**config.mk**
```make
export PLATFORM = sky130hd
export DESIGN_NAME = int8_dual_mac_unpack
export DESIGN_NICKNAME = d
export VERILOG_FILES = /design/src/rtl/int8_mac_pkg.sv /design/src/rtl/int8_dual_mac_unpack_out.sv /design/src/rtl/int8_dual_mac_unpack.sv
export SDC_FILE = /design/constraint.sdc
export NUM_CORES = 1
export LEC_CHECK = 0
export CORE_MARGIN = 2
export CORE_UTILIZATION = 55
export CTS_CLUSTER_SIZE = 10
export DETAILED_ROUTE_END_ITERATION = 12
export GPL_ROUTABILITY_DRIVEN = 0
export PLACE_DENSITY = 0.84
export SYNTH_ARGS = -nofsm -noshare
export SYNTH_HDL_FRONTEND = slang
export SYNTH_SLANG_ARGS = --single-unit
```
**constraint.sdc**
```tcl
create_clock -name clk -period 4.96 [get_ports clk]
set_clock_uncertainty 0.1 [all_clocks]
set_input_delay 0.992 -clock clk [delete_from_list [all_inputs] [get_ports clk]]
set_output_delay 0.992 -clock clk [all_outputs]
set_load 0.05 [all_outputs]
```
**src/rtl/int8_mac_pkg.sv**
```systemverilog
// Shared widths, the packed-operand helpers and the result record for the dual INT8 MAC.
package int8_mac_pkg;

  localparam int MAX_LEN = 16;
  localparam int LW      = 16 + $clog2(MAX_LEN);
  localparam int AW      = 2 * LW;

  typedef struct packed {
    logic signed [LW-1:0] ac;
    logic signed [LW-1:0] bc;
    logic                 err;
  } mac_res_t;

  // a lands in the high field and b in the low field. A negative b borrows one from the high field.
  function automatic logic signed [AW-1:0] pack_ab(input logic signed [7:0] a,
                                                   input logic signed [7:0] b);
    logic signed [AW-1:0] a_ext;
    logic signed [AW-1:0] b_ext;
    a_ext = {{(AW-8){a[7]}}, a};
    b_ext = {{(AW-8){b[7]}}, b};
    return (a_ext <<< LW) + b_ext;
  endfunction

  // The low field is taken as signed. If it is negative, the high field has lost 1 and gets it back.
  function automatic mac_res_t unpack_acc(input logic signed [AW-1:0] acc);
    mac_res_t r;
    r.bc  = acc[LW-1:0];
    r.ac  = acc[AW-1:LW] + {{(LW-1){1'b0}}, acc[LW-1]};
    r.err = 1'b0;
    return r;
  endfunction

endpackage

```
**src/rtl/int8_dual_mac_unpack_out.sv**
```systemverilog
// Result register and valid/ready handshake. A new result may replace a result that is being taken on the same edge.
// Optional INT8_DUAL_MAC_CHECK_EN adds a registered mismatch flag next to the result.
module int8_dual_mac_unpack_out
  import int8_mac_pkg::*;
(
  input  logic                 clk,
  input  logic                 rst_n,
  input  logic                 load_i,
  input  mac_res_t             res_i,
`ifdef INT8_DUAL_MAC_CHECK_EN
  input  logic                 mismatch_i,
  output logic                 mismatch_o,
`endif
  input  logic                 m_ready_i,
  output logic                 m_valid_o,
  output logic signed [LW-1:0] ac_o,
  output logic signed [LW-1:0] bc_o,
  output logic                 err_o,
  output logic                 en_o
);

  logic     valid_q;
  logic     valid_d;
  mac_res_t res_q;

  // The whole pipeline freezes only while a held result is refused downstream.
  assign en_o = !(valid_q && !m_ready_i);

  always_comb begin
    // NOTE: default assignment first so no path leaves valid_d unassigned (no latch).
    valid_d = valid_q;
    if (load_i) begin
      valid_d = 1'b1;
    end else if (m_ready_i) begin
      valid_d = 1'b0;
    end
  end

  always_ff @(posedge clk or negedge rst_n) begin
    // NOTE: state is updated with non-blocking assignments so every register samples pre-edge values.
    if (!rst_n) begin
      valid_q <= 1'b0;
      res_q   <= '0;
    end else begin
      valid_q <= valid_d;
      if (load_i) res_q <= res_i;
    end
  end

`ifdef INT8_DUAL_MAC_CHECK_EN
  logic mismatch_q;
  always_ff @(posedge clk or negedge rst_n) begin
    if (!rst_n) begin
      mismatch_q <= 1'b0;
    end else if (load_i) begin
      mismatch_q <= mismatch_i;
    end
  end
  assign mismatch_o = mismatch_q;
`endif

  assign m_valid_o = valid_q;
  assign ac_o      = res_q.ac;
  assign bc_o      = res_q.bc;
  assign err_o     = res_q.err;

endmodule

```
**src/rtl/int8_dual_mac_unpack.sv**
```systemverilog
// Streaming dual INT8 MAC: pack a and b, multiply by c, accumulate, then unpack sum(a*c) and sum(b*c).
// Optional INT8_DUAL_MAC_CHECK_EN adds direct reference accumulators and an m_mismatch output.
module int8_dual_mac_unpack
  import int8_mac_pkg::*;
(
  input  logic                 clk,
  input  logic                 rst_n,
  input  logic                 s_valid,
  output logic                 s_ready,
  input  logic signed [7:0]    s_a,
  input  logic signed [7:0]    s_b,
  input  logic signed [7:0]    s_c,
  input  logic                 s_last,
  output logic                 m_valid,
  input  logic                 m_ready,
  output logic signed [LW-1:0] m_ac,
  output logic signed [LW-1:0] m_bc,
  output logic                 m_err
`ifdef INT8_DUAL_MAC_CHECK_EN
  ,
  output logic                 m_mismatch
`endif
);

  localparam int CW = $clog2(MAX_LEN);

  logic                 en;
  logic                 v1_q, last1_q;
  logic signed [AW-1:0] packed_q;
  logic signed [7:0]    c1_q;
  logic                 v2_q, last2_q;
  logic signed [AW-1:0] prod_q;
  logic                 v3_q, last3_q, err3_q;
  logic signed [AW-1:0] acc_q, acc_d;
  logic [CW-1:0]        cnt_q, cnt_d;
  logic                 first, force_last, last_eff;
  logic signed [AW-1:0] c_ext;
  mac_res_t             res;
  logic                 load;

  assign s_ready = en;
  assign c_ext   = {{(AW-8){c1_q[7]}}, c1_q};

  // A zero beat count marks the first beat of a vector, both after reset and after any last beat.
  always_comb begin
    first      = (cnt_q == '0);
    force_last = (cnt_q == CW'(MAX_LEN - 1)) && !last2_q;
    last_eff   = last2_q || force_last;
    acc_d      = (first ? '0 : acc_q) + prod_q;
    cnt_d      = last_eff ? '0 : cnt_q + 1'b1;
  end

  always_ff @(posedge clk or negedge rst_n) begin
    if (!rst_n) begin
      v1_q     <= 1'b0;
      last1_q  <= 1'b0;
      packed_q <= '0;
      c1_q     <= '0;
      v2_q     <= 1'b0;
      last2_q  <= 1'b0;
      prod_q   <= '0;
      v3_q     <= 1'b0;
      last3_q  <= 1'b0;
      err3_q   <= 1'b0;
      acc_q    <= '0;
      cnt_q    <= '0;
    end else if (en) begin
      v1_q     <= s_valid;
      last1_q  <= s_last;
      packed_q <= pack_ab(s_a, s_b);
      c1_q     <= s_c;
      v2_q     <= v1_q;
      last2_q  <= last1_q;
      prod_q   <= packed_q * c_ext;
      v3_q     <= v2_q;
      if (v2_q) begin
        acc_q   <= acc_d;
        cnt_q   <= cnt_d;
        last3_q <= last_eff;
        err3_q  <= force_last;
      end
    end
  end

  always_comb begin
    res     = unpack_acc(acc_q);
    res.err = err3_q;
  end

  assign load = en && v3_q && last3_q;

`ifdef INT8_DUAL_MAC_CHECK_EN
  // Reference sums are kept in separate LW-bit accumulators, so they do not depend on the packing.
  logic signed [7:0]    a1_q, b1_q;
  logic signed [LW-1:0] pac_q, pbc_q, ref_ac_q, ref_bc_q;
  logic signed [15:0]   pac_d, pbc_d;
  logic                 mismatch;

  assign pac_d    = a1_q * c1_q;
  assign pbc_d    = b1_q * c1_q;
  assign mismatch = (ref_ac_q != res.ac) || (ref_bc_q != res.bc);

  always_ff @(posedge clk or negedge rst_n) begin
    if (!rst_n) begin
      a1_q     <= '0;
      b1_q     <= '0;
      pac_q    <= '0;
      pbc_q    <= '0;
      ref_ac_q <= '0;
      ref_bc_q <= '0;
    end else if (en) begin
      a1_q  <= s_a;
      b1_q  <= s_b;
      pac_q <= {{(LW-16){pac_d[15]}}, pac_d};
      pbc_q <= {{(LW-16){pbc_d[15]}}, pbc_d};
      if (v2_q) begin
        ref_ac_q <= (first ? '0 : ref_ac_q) + pac_q;
        ref_bc_q <= (first ? '0 : ref_bc_q) + pbc_q;
      end
    end
  end
`endif

  int8_dual_mac_unpack_out u_out (
    .clk        (clk),
    .rst_n      (rst_n),
    .load_i     (load),
    .res_i      (res),
`ifdef INT8_DUAL_MAC_CHECK_EN
    .mismatch_i (mismatch),
    .mismatch_o (m_mismatch),
`endif
    .m_ready_i  (m_ready),
    .m_valid_o  (m_valid),
    .ac_o       (m_ac),
    .bc_o       (m_bc),
    .err_o      (m_err),
    .en_o       (en)
  );

endmodule

```
* After elaboration in Yosys (flattened, before gate mapping)
Cells that the tools add are included.
** Operators by class
- Mux-type cells :: 4
- Multiply operators :: 1
- Eq/ne operators :: 1
- Add/sub/neg operators :: 4
- Bitwise logic cells :: 1
- Reductions and logical operators :: 11
** Operators by type and width (number)
- 40-bit adder :: 1
- 40-bit by 8-bit multiplier with 40-bit output :: 1
- 40-bit two-way mux :: 1
- 28-bit by 8-bit adder with 29-bit output :: 1
- 20-bit by 1-bit adder with 20-bit output :: 1
- 4-bit by 1-bit adder with 4-bit output (second input constant) :: 1
- 4-bit equality test (second input constant) :: 1
- 1-bit logical AND :: 4
- 4-bit zero test :: 1
- 4-bit two-way mux :: 1
- 1-bit zero test :: 3
- 1-bit two-way mux :: 2
- 2-bit AND reduction :: 1
- 2-bit nonzero test :: 1
- 1-bit logical OR :: 1
- 1-bit NOT :: 1
** Storage, ports and cells
- Bits in registers :: 181
- Logic and storage cells :: 38
- Output and inout bits :: 43
- Bits of input ports :: 29

* Logic depth before layout (Yosys ltp)
- Depth after elaboration :: 6
- Mapped depth :: 23
- Depth with buffers taken out :: 21

* Cells and area by module
A second synthesis with hierarchy kept.
** Second synthesis, totals
- Cell total of the unflattened synthesis :: 1582
- Area total of the unflattened synthesis :: 15492.4 um^2
** Modules (own cells, without submodules)
- int8_dual_mac_unpack :: area each 13729.4 um^2, cells an instance 1492, instances 1
- int8_dual_mac_unpack_out :: area each 1762.9 um^2, cells an instance 90, instances 1

* Least setup slack after synthesis
No wires, ideal clock.
- Path kind :: register to register
- Start point :: reg c1_q[4]
- End point :: reg prod_q[36]
- Arrival :: 5276 ps
- Required time :: 4773 ps
- Cell stages (with the launch flop) :: 21
- Setup time :: 87 ps
- Path slack :: -503 ps
- Period minus slack after synthesis :: 5463 ps
- Cell sequence :: dfrtp_1 clkbuf_1 nand2_1 fa_1 inv_1 fa_1 inv_1 fa_1 inv_1 fa_1 ha_1 clkbuf_1 a21o_1 a21oi_1 and3b_1 a21oi_1 nand4_2 a211oi_2 nor2_2 o211a_1 a211oi_2
** On the way
- Word-level cells in the longest chain between the ends :: 1
** Ends and longest elaborated chain
- start: declaration :: RTL line int8_dual_mac_unpack.sv:30 : logic signed [7:0] c1_q;
- start signal: assignment :: RTL line int8_dual_mac_unpack.sv:58 : c1_q <= '0;
- start signal: assignment :: RTL line int8_dual_mac_unpack.sv:71 : c1_q <= s_c;
- 40-bit by 8-bit multiplier with 40-bit output :: RTL line int8_dual_mac_unpack.sv:74 : prod_q <= packed_q * c_ext;
- end signal: assignment :: RTL line int8_dual_mac_unpack.sv:74
- end: declaration :: RTL line int8_dual_mac_unpack.sv:32 : logic signed [AW-1:0] prod_q;
Every way passes these cells.
A chain may end at the register's enable or synchronous reset.

* Final worst setup path
- Start point :: reg packed_q[6]
- End point :: reg prod_q[30]
** On the way
- Word-level cells in the longest chain between the ends :: 1
** Ends and longest elaborated chain
- start: declaration :: RTL line int8_dual_mac_unpack.sv:29 : logic signed [AW-1:0] packed_q;
- start signal: assignment :: RTL line int8_dual_mac_unpack.sv:70 : packed_q <= pack_ab(s_a, s_b);
- 40-bit by 8-bit multiplier with 40-bit output :: RTL line int8_dual_mac_unpack.sv:74
Every way passes these cells.

==> impl_metrics.yaml <==
timing:
  setup-tns-final_ps: -4810
  fin_crit_ps: 5370
  fin_ws_ps: -409
  worstMarginPinSlew_ps: 873
  post-route-period-util: 1.08
  setup_viol: 21
  hold_viol_final: 0
  maxSlewHeadroom: 0.418
  slew_violations: 0
  rsz0062_at_grt: "yes"
  max_freq_mhz: 186
job:
  drv_cap: 0
place:
  io_buffers: 71
  dpl.hpwl_microns: 28200
  dp.cells: 2297
  placedInstanceArea_sq_um: 17800
yosys:
  synthTopCellsByArea: "dfrtp_1 25%, fa_1 18%, ha_1 9.5%"
  yosysWarnings: 0
  synth-edff-count: 0
  synth_cell_types: 74
  yosysTopAreaCell: "dfrtp_1"
  syn_avg_cell_area_sq_um: 8.83
  synth_top_area_share: 0.252
  synth-seq-cells: 158
  syn_nets: 2066
  syn_inst: 1774
  ys_seq_area_frac: 0.252
  synthFlopType: "dfrtp_1"
  synth-async-reset-ratio: 1.00
  syn_area_sq_um: 15700
drt:
  drt-pass1-iter-count: 8
  drc: 0
  vias: 13700
  drt_iter0_drc: 1437
  wl_microns: 43500
  wl_per_cell_microns: 18.4
  vias_per_cell: 5.78
  ant_nets: 0
cts:
  clk_latency_ps: 450
  htree_levels: 4
  path_clk_slew_ps: 70
  postCtsHoldBufs: 0
  clk_path_buf_depth: 2
  cts-root-buf: "clkbuf_16"
  cts_tree: "done"
  cts_sinks: 158
  cts_buffers: 17
layout:
  syn_to_final_growth_pct: 22.8
  final_nets: 2268
  fin_cells: 2367
  final_area_sq_um: 19200
  seq_area_sq_um: 3970
  diodes: 0
  multi_input_area_sq_um: 11100
  fillers: 1952
  drive_above_1_share: 0.206
die:
  die_area_sq_um: 29800
  start_util: 0.561
  die_w_microns: 173
  io_pins: 72
  rows: 61
  core_area_sq_um: 27900
  die_h_microns: 173
worst_setup_path:
  critical_path_class: "register to register"
  required_ps: 5200
  r2r_slack_ps: -410
  endpoint: "prod_q[30]"
  timing.rr.start: "packed_q[6]"
  worstRegToRegCells: 20
  critPathCaptureType: "register"
  path_max_fanout: 4
  r2r-end: "prod_q[30]"
  setup.worst_path.start: "packed_q[6]"
  arrival_ps: 5610
  start_kind: "register"
outcome:
  failed_checks: "setup timing"
  status: "complete, but fails checks"
grt:
  grt_max_degree: 91
  grt_pass1_wl_microns: 65800
  grt_pass1_vias: 13600
  grt_overflow_total: 0
  antenna_found_initial: 0
  track_usage: 0.267
hold_path:
  holdCritPathClass: "register to register"
  worstHoldPathCells: 2
## worst max-delay path, stage by stage, from the launching register on
cell,delay (ps)
dfrtp_1,440
buf_6,140
and2_4,150
fa_1,520
inv_2,50
fa_1,530
inv_2,80
fa_1,570
inv_2,50
fa_1,490
inv_2,50
ha_4,230
o21ai_4,70
a21oi_2,80
or4b_4,510
a211o_1,340
nand4_4,140
a21oi_4,80
o211ai_2,280
a21oi_1,120
nor3b_1,230
## worst min-delay path by stage
stage,from,slack (ps),end
after detailed placement,last1_q,370,last1_q
after floorplan,last1_q,340,last1_q
after global routing,last1_q,400,last1_q
final,last1_q,380,last1_q
after global placement,last1_q,350,last1_q
after CTS,last1_q,380,last1_q
## per-layer routing
metal / global-route usage / wire (microns) / up-vias
li1: - / - / 6188
met1: 0.335 / 16700 / 6531
met2: 0.466 / 21600 / 735
met3: 0.0367 / 3030 / 225
met4: 0.108 / 2140 / 0
met5: 0 / 0 / -
## cell usage after synthesis, drive strengths merged (2+ instances only)
cell and instances:
dfrtp 158, ha 119, o211a 2, nand3b 2
nor2b 64, o21bai 14, a21boi 2, and2 99
fa 144, buf 9, xor2 52, a31oi 14
o311ai 2, nand2b 15, nand3 34, o41ai 2
o31ai 9, mux2 28, and3 14, a211o 2
xnor2 37, clkbuf 60, o31a 2, or3 5
nor3b 2, o211ai 4, a21o 51, o21a 10
a21oi 131, nand4 19, nand2 204, o2111ai 4
a221oi 3, a211oi 8, nor3 13, inv 241
nor2 90, o21ai 90, or2 2
## through the flow
stage | hold WS, ps | setup slack [ps] | utilization
finish | 383 | -409 | 0.688
global placement | 351 | -148 | 0.637
CTS | 384 | -121 | 0.670
detailed placement | 367 | -343 | 0.637
global route | 399 | -503 | 0.688
floorplan | 339 | -53.1 | -
## final cells by class
cell class / instances / share of cell area
clock inverters: 14 / 0.00905
flip-flops and latches: 158 / 0.206
clock buffers: 18 / 0.0223
well taps: 378 / 0.0246
multi-input cells: 1306 / 0.578
repair buffers: 252 / 0.113
inverters: 241 / 0.0470
## layout by cell type, fill, tap and decap left out, types with 50 or more instances in the layout
cell,n
and2_1,86
buf_4,159
inv_1,214
nor2_1,85
a21o_1,50
nor2b_1,57
o21ai_0,65
dfrtp_1,148
clkdlybuf4s50_1,69
fa_1,138
a21oi_1,110
nand2_1,196
ha_1,99
## logic make-up (layout without fill, tap and decap cells)
logic type / count (synthesis) / in the layout / synth area share
XOR/XNOR: 89 / 89 / 0.0498
multiplexers: 28 / 28 / 0.0204
AO/OA/AOI/OAI: 358 / 358 / 0.145
buffers and inverters: 310 / 525 / 0.0754
flip-flops: 158 / 158 / 0.252
adder cells (fa/ha/maj): 263 / 263 / 0.279
AND/OR/NAND/NOR: 568 / 568 / 0.178
## registers in the layout, indices dropped and copies added (netlist names)
signal / count
acc_q: 40
prod_q: 40
u_out.ac_o: 20
u_out.bc_o: 20
packed_q: 17
c1_q: 8
cnt_q: 4
err3_q: 1
last1_q: 1
last2_q: 1
last3_q: 1
u_out.err_o: 1
u_out.m_valid_o: 1
v1_q: 1
v2_q: 1
v3_q: 1
## what timing repair did
item,in CTS,in global routing
setup endpoints to repair,20,25
cloned,0,1
setup buffers,16,22
pin swaps,56,79
resized for setup,58,99
Power is left out: the tool's default activity adds up to more than one toggle a clock period on the data nets, which glitch-free logic cannot reach.
==> patch (config.mk and constraints unchanged) <==
The option `INT8_DUAL_MAC_CHECK_EN` is turned on by a define.
--- a/src/rtl/int8_dual_mac_unpack_out.sv
+++ b/src/rtl/int8_dual_mac_unpack_out.sv
@@ -1,5 +1,7 @@
 // Result register and valid/ready handshake. A new result may replace a result that is being taken on the same edge.
 // Optional INT8_DUAL_MAC_CHECK_EN adds a registered mismatch flag next to the result.
+`define INT8_DUAL_MAC_CHECK_EN
+
 module int8_dual_mac_unpack_out
   import int8_mac_pkg::*;
 (
Function (old outputs only; new: m_mismatch): kept (equiv_simple and equiv_induct, registers matched by name and starting in step).
==> patch against the original RTL <==
- the run still ends with negative setup slack left
- fmax down 6.9%
- cell area grew 39%
- area after synthesis grew 44%
- setup slack got worse by 0.40 ns
- sequential cell count is 65 higher
- routed wire length grew 46%
Power is not shown: default switching activity piles up to over one toggle a cycle in this logic, so the estimate is an artifact.
==> patch: results (changes against the original RTL) <==
- DR WL met3: 4820 um (+59%)
- Synth Area in XOR/XNOR: 6.56% (+1.6 points)
- Max Used Layer: met5
- TritonRoute pass-1 iters: 7 (-1)
- Mean post-synth cell area: 8.76 um^2 (-0.73%)
- Largest net degree at the start of global routing: 122 (+34%)
- Nets@finish: 3202 (+41%)
- Share of cells above drive strength 1: 14.6% (-6.0 points)
- H-tree depth: 1 (-3)
- Post-synthesis adder-cell area fraction: 28.3% (+0.38 points)
- Final setup viols: 23 (+9.5%)
- Hold WC Path Type: register to register
- Post-synthesis mux area share: 1.38% (-0.66 points)
- Met2 wire length: 30900 um (+43%)
- HPWL Detailed: 45000 um (+60%)
- CP max-delay cell: fa_2
- Storage cell area: 5590 um^2 (+41%)
- Pre-CTS WS: -0.412 ns (-0.0693 ns)
- Complex-gate fraction of the synthesized area: 13.3% (-1.2 points)
- Status: finished, violations left
- Wl on met1: 23900 um (+43%)
- Worst-path fanout max: 7 (+3)
- Setup_tns: -8.61 ns (-3.81 ns)
- Largest buffer count on any clock path: 3 (+1)
- Total Wirelength: 63700 um (+46%)
- Post-DP Area: 25000 um^2 (+40%)
- Violated checks: negative setup slack
- Final WS setup: -0.806 ns (-0.397 ns)
- Max incr delay on CP: 0.64 ns (+0.07 ns)
- Sequential element share of the synthesized area: 24.7% (-0.52 points)
- TritonCTS buffer count: 27 (+10)
- Relative slew slack: 36.7% (-5.1 points)
- Fillers: 2949 (+51%)
- Top cells by area, synth: dfrtp_1, fa_1, ha_1, and2_1, nand2_1
- Drt wl/cell: 19.1 um (+4.1%)
- Net count after synthesis: 2992 (+45%)
- Tot GR Track Use: 28.3% (+1.6 points)
- Initial antenna violation count: 2 (+2)
- PortBufs: 72 (+1.4%)
- First-pass GRT wire length: 96500 um (+47%)
- Worst skew pair latency: 0.59 ns (+0.14 ns)
==> patch: cell types whose count changed after synthesis, sizes merged, moves of 50 or more <==
cell,change
inv,+77
nand2,+132
ha,+65
fa,+60
nor2b,-50
o21ai,+73
and2,+126
dfrtp,+65
==> patch: worst paths after layout <==
check / cells past startpoint / start / end / slack (ns)
worst min register to register: 2 / v1_q$_DFFE_PN0N_ / v1_q$_DFFE_PN0N_ / 0.36
worst max-delay path: 19 / packed_q[19]$_DFFE_PN0N_ / prod_q[36]$_DFFE_PN0N_ / -0.81
min in group asynchronous: 1 / rst_n / u_out.bc_o[0]$_DFFE_PN0P_ / 0.40
worst min-delay path: 2 / v1_q$_DFFE_PN0N_ / v1_q$_DFFE_PN0N_ / 0.36
worst max register to register: 19 / packed_q[19]$_DFFE_PN0N_ / prod_q[36]$_DFFE_PN0N_ / -0.81
max in group asynchronous: 2 / rst_n / prod_q[28]$_DFFE_PN0N_ / 3.27
==> patch: routing by layer <==
metal	vias to the layer above	track usage, %
met5	-	0
li1	8861	-
met1	9418	34.9
met4	2	13.4
met3	329	3.96
met2	1015	49.1
==> patch: layout make-up <==
type	count	area share, %
tap	532	2.49
sequential	223	20.9
clock inverter	3	0.206
multi-input combinational	1938	60.4
inverter	318	4.48
clock buffer	36	2.73
antenna	1	0.00935
timing repair buffer	277	8.84
==> patch: critical path: cells and delay by family, from the launching register on <==
family | cells | cell delay (ns)
adders and majority gates | 5 | 2.23
and+or+nand+nor | 6 | 1.64
AOI/OAI and AO/OA | 5 | 0.91
DFF | 1 | 0.46
buffers and inverters | 3 | 0.30
==> patch: timing repair <==
item                       4_1_cts  5_1_grt
gates resized for setup         78       88
buffers inserted                26       22
pin swaps                       75       53
setup endpoints to repair       24       32
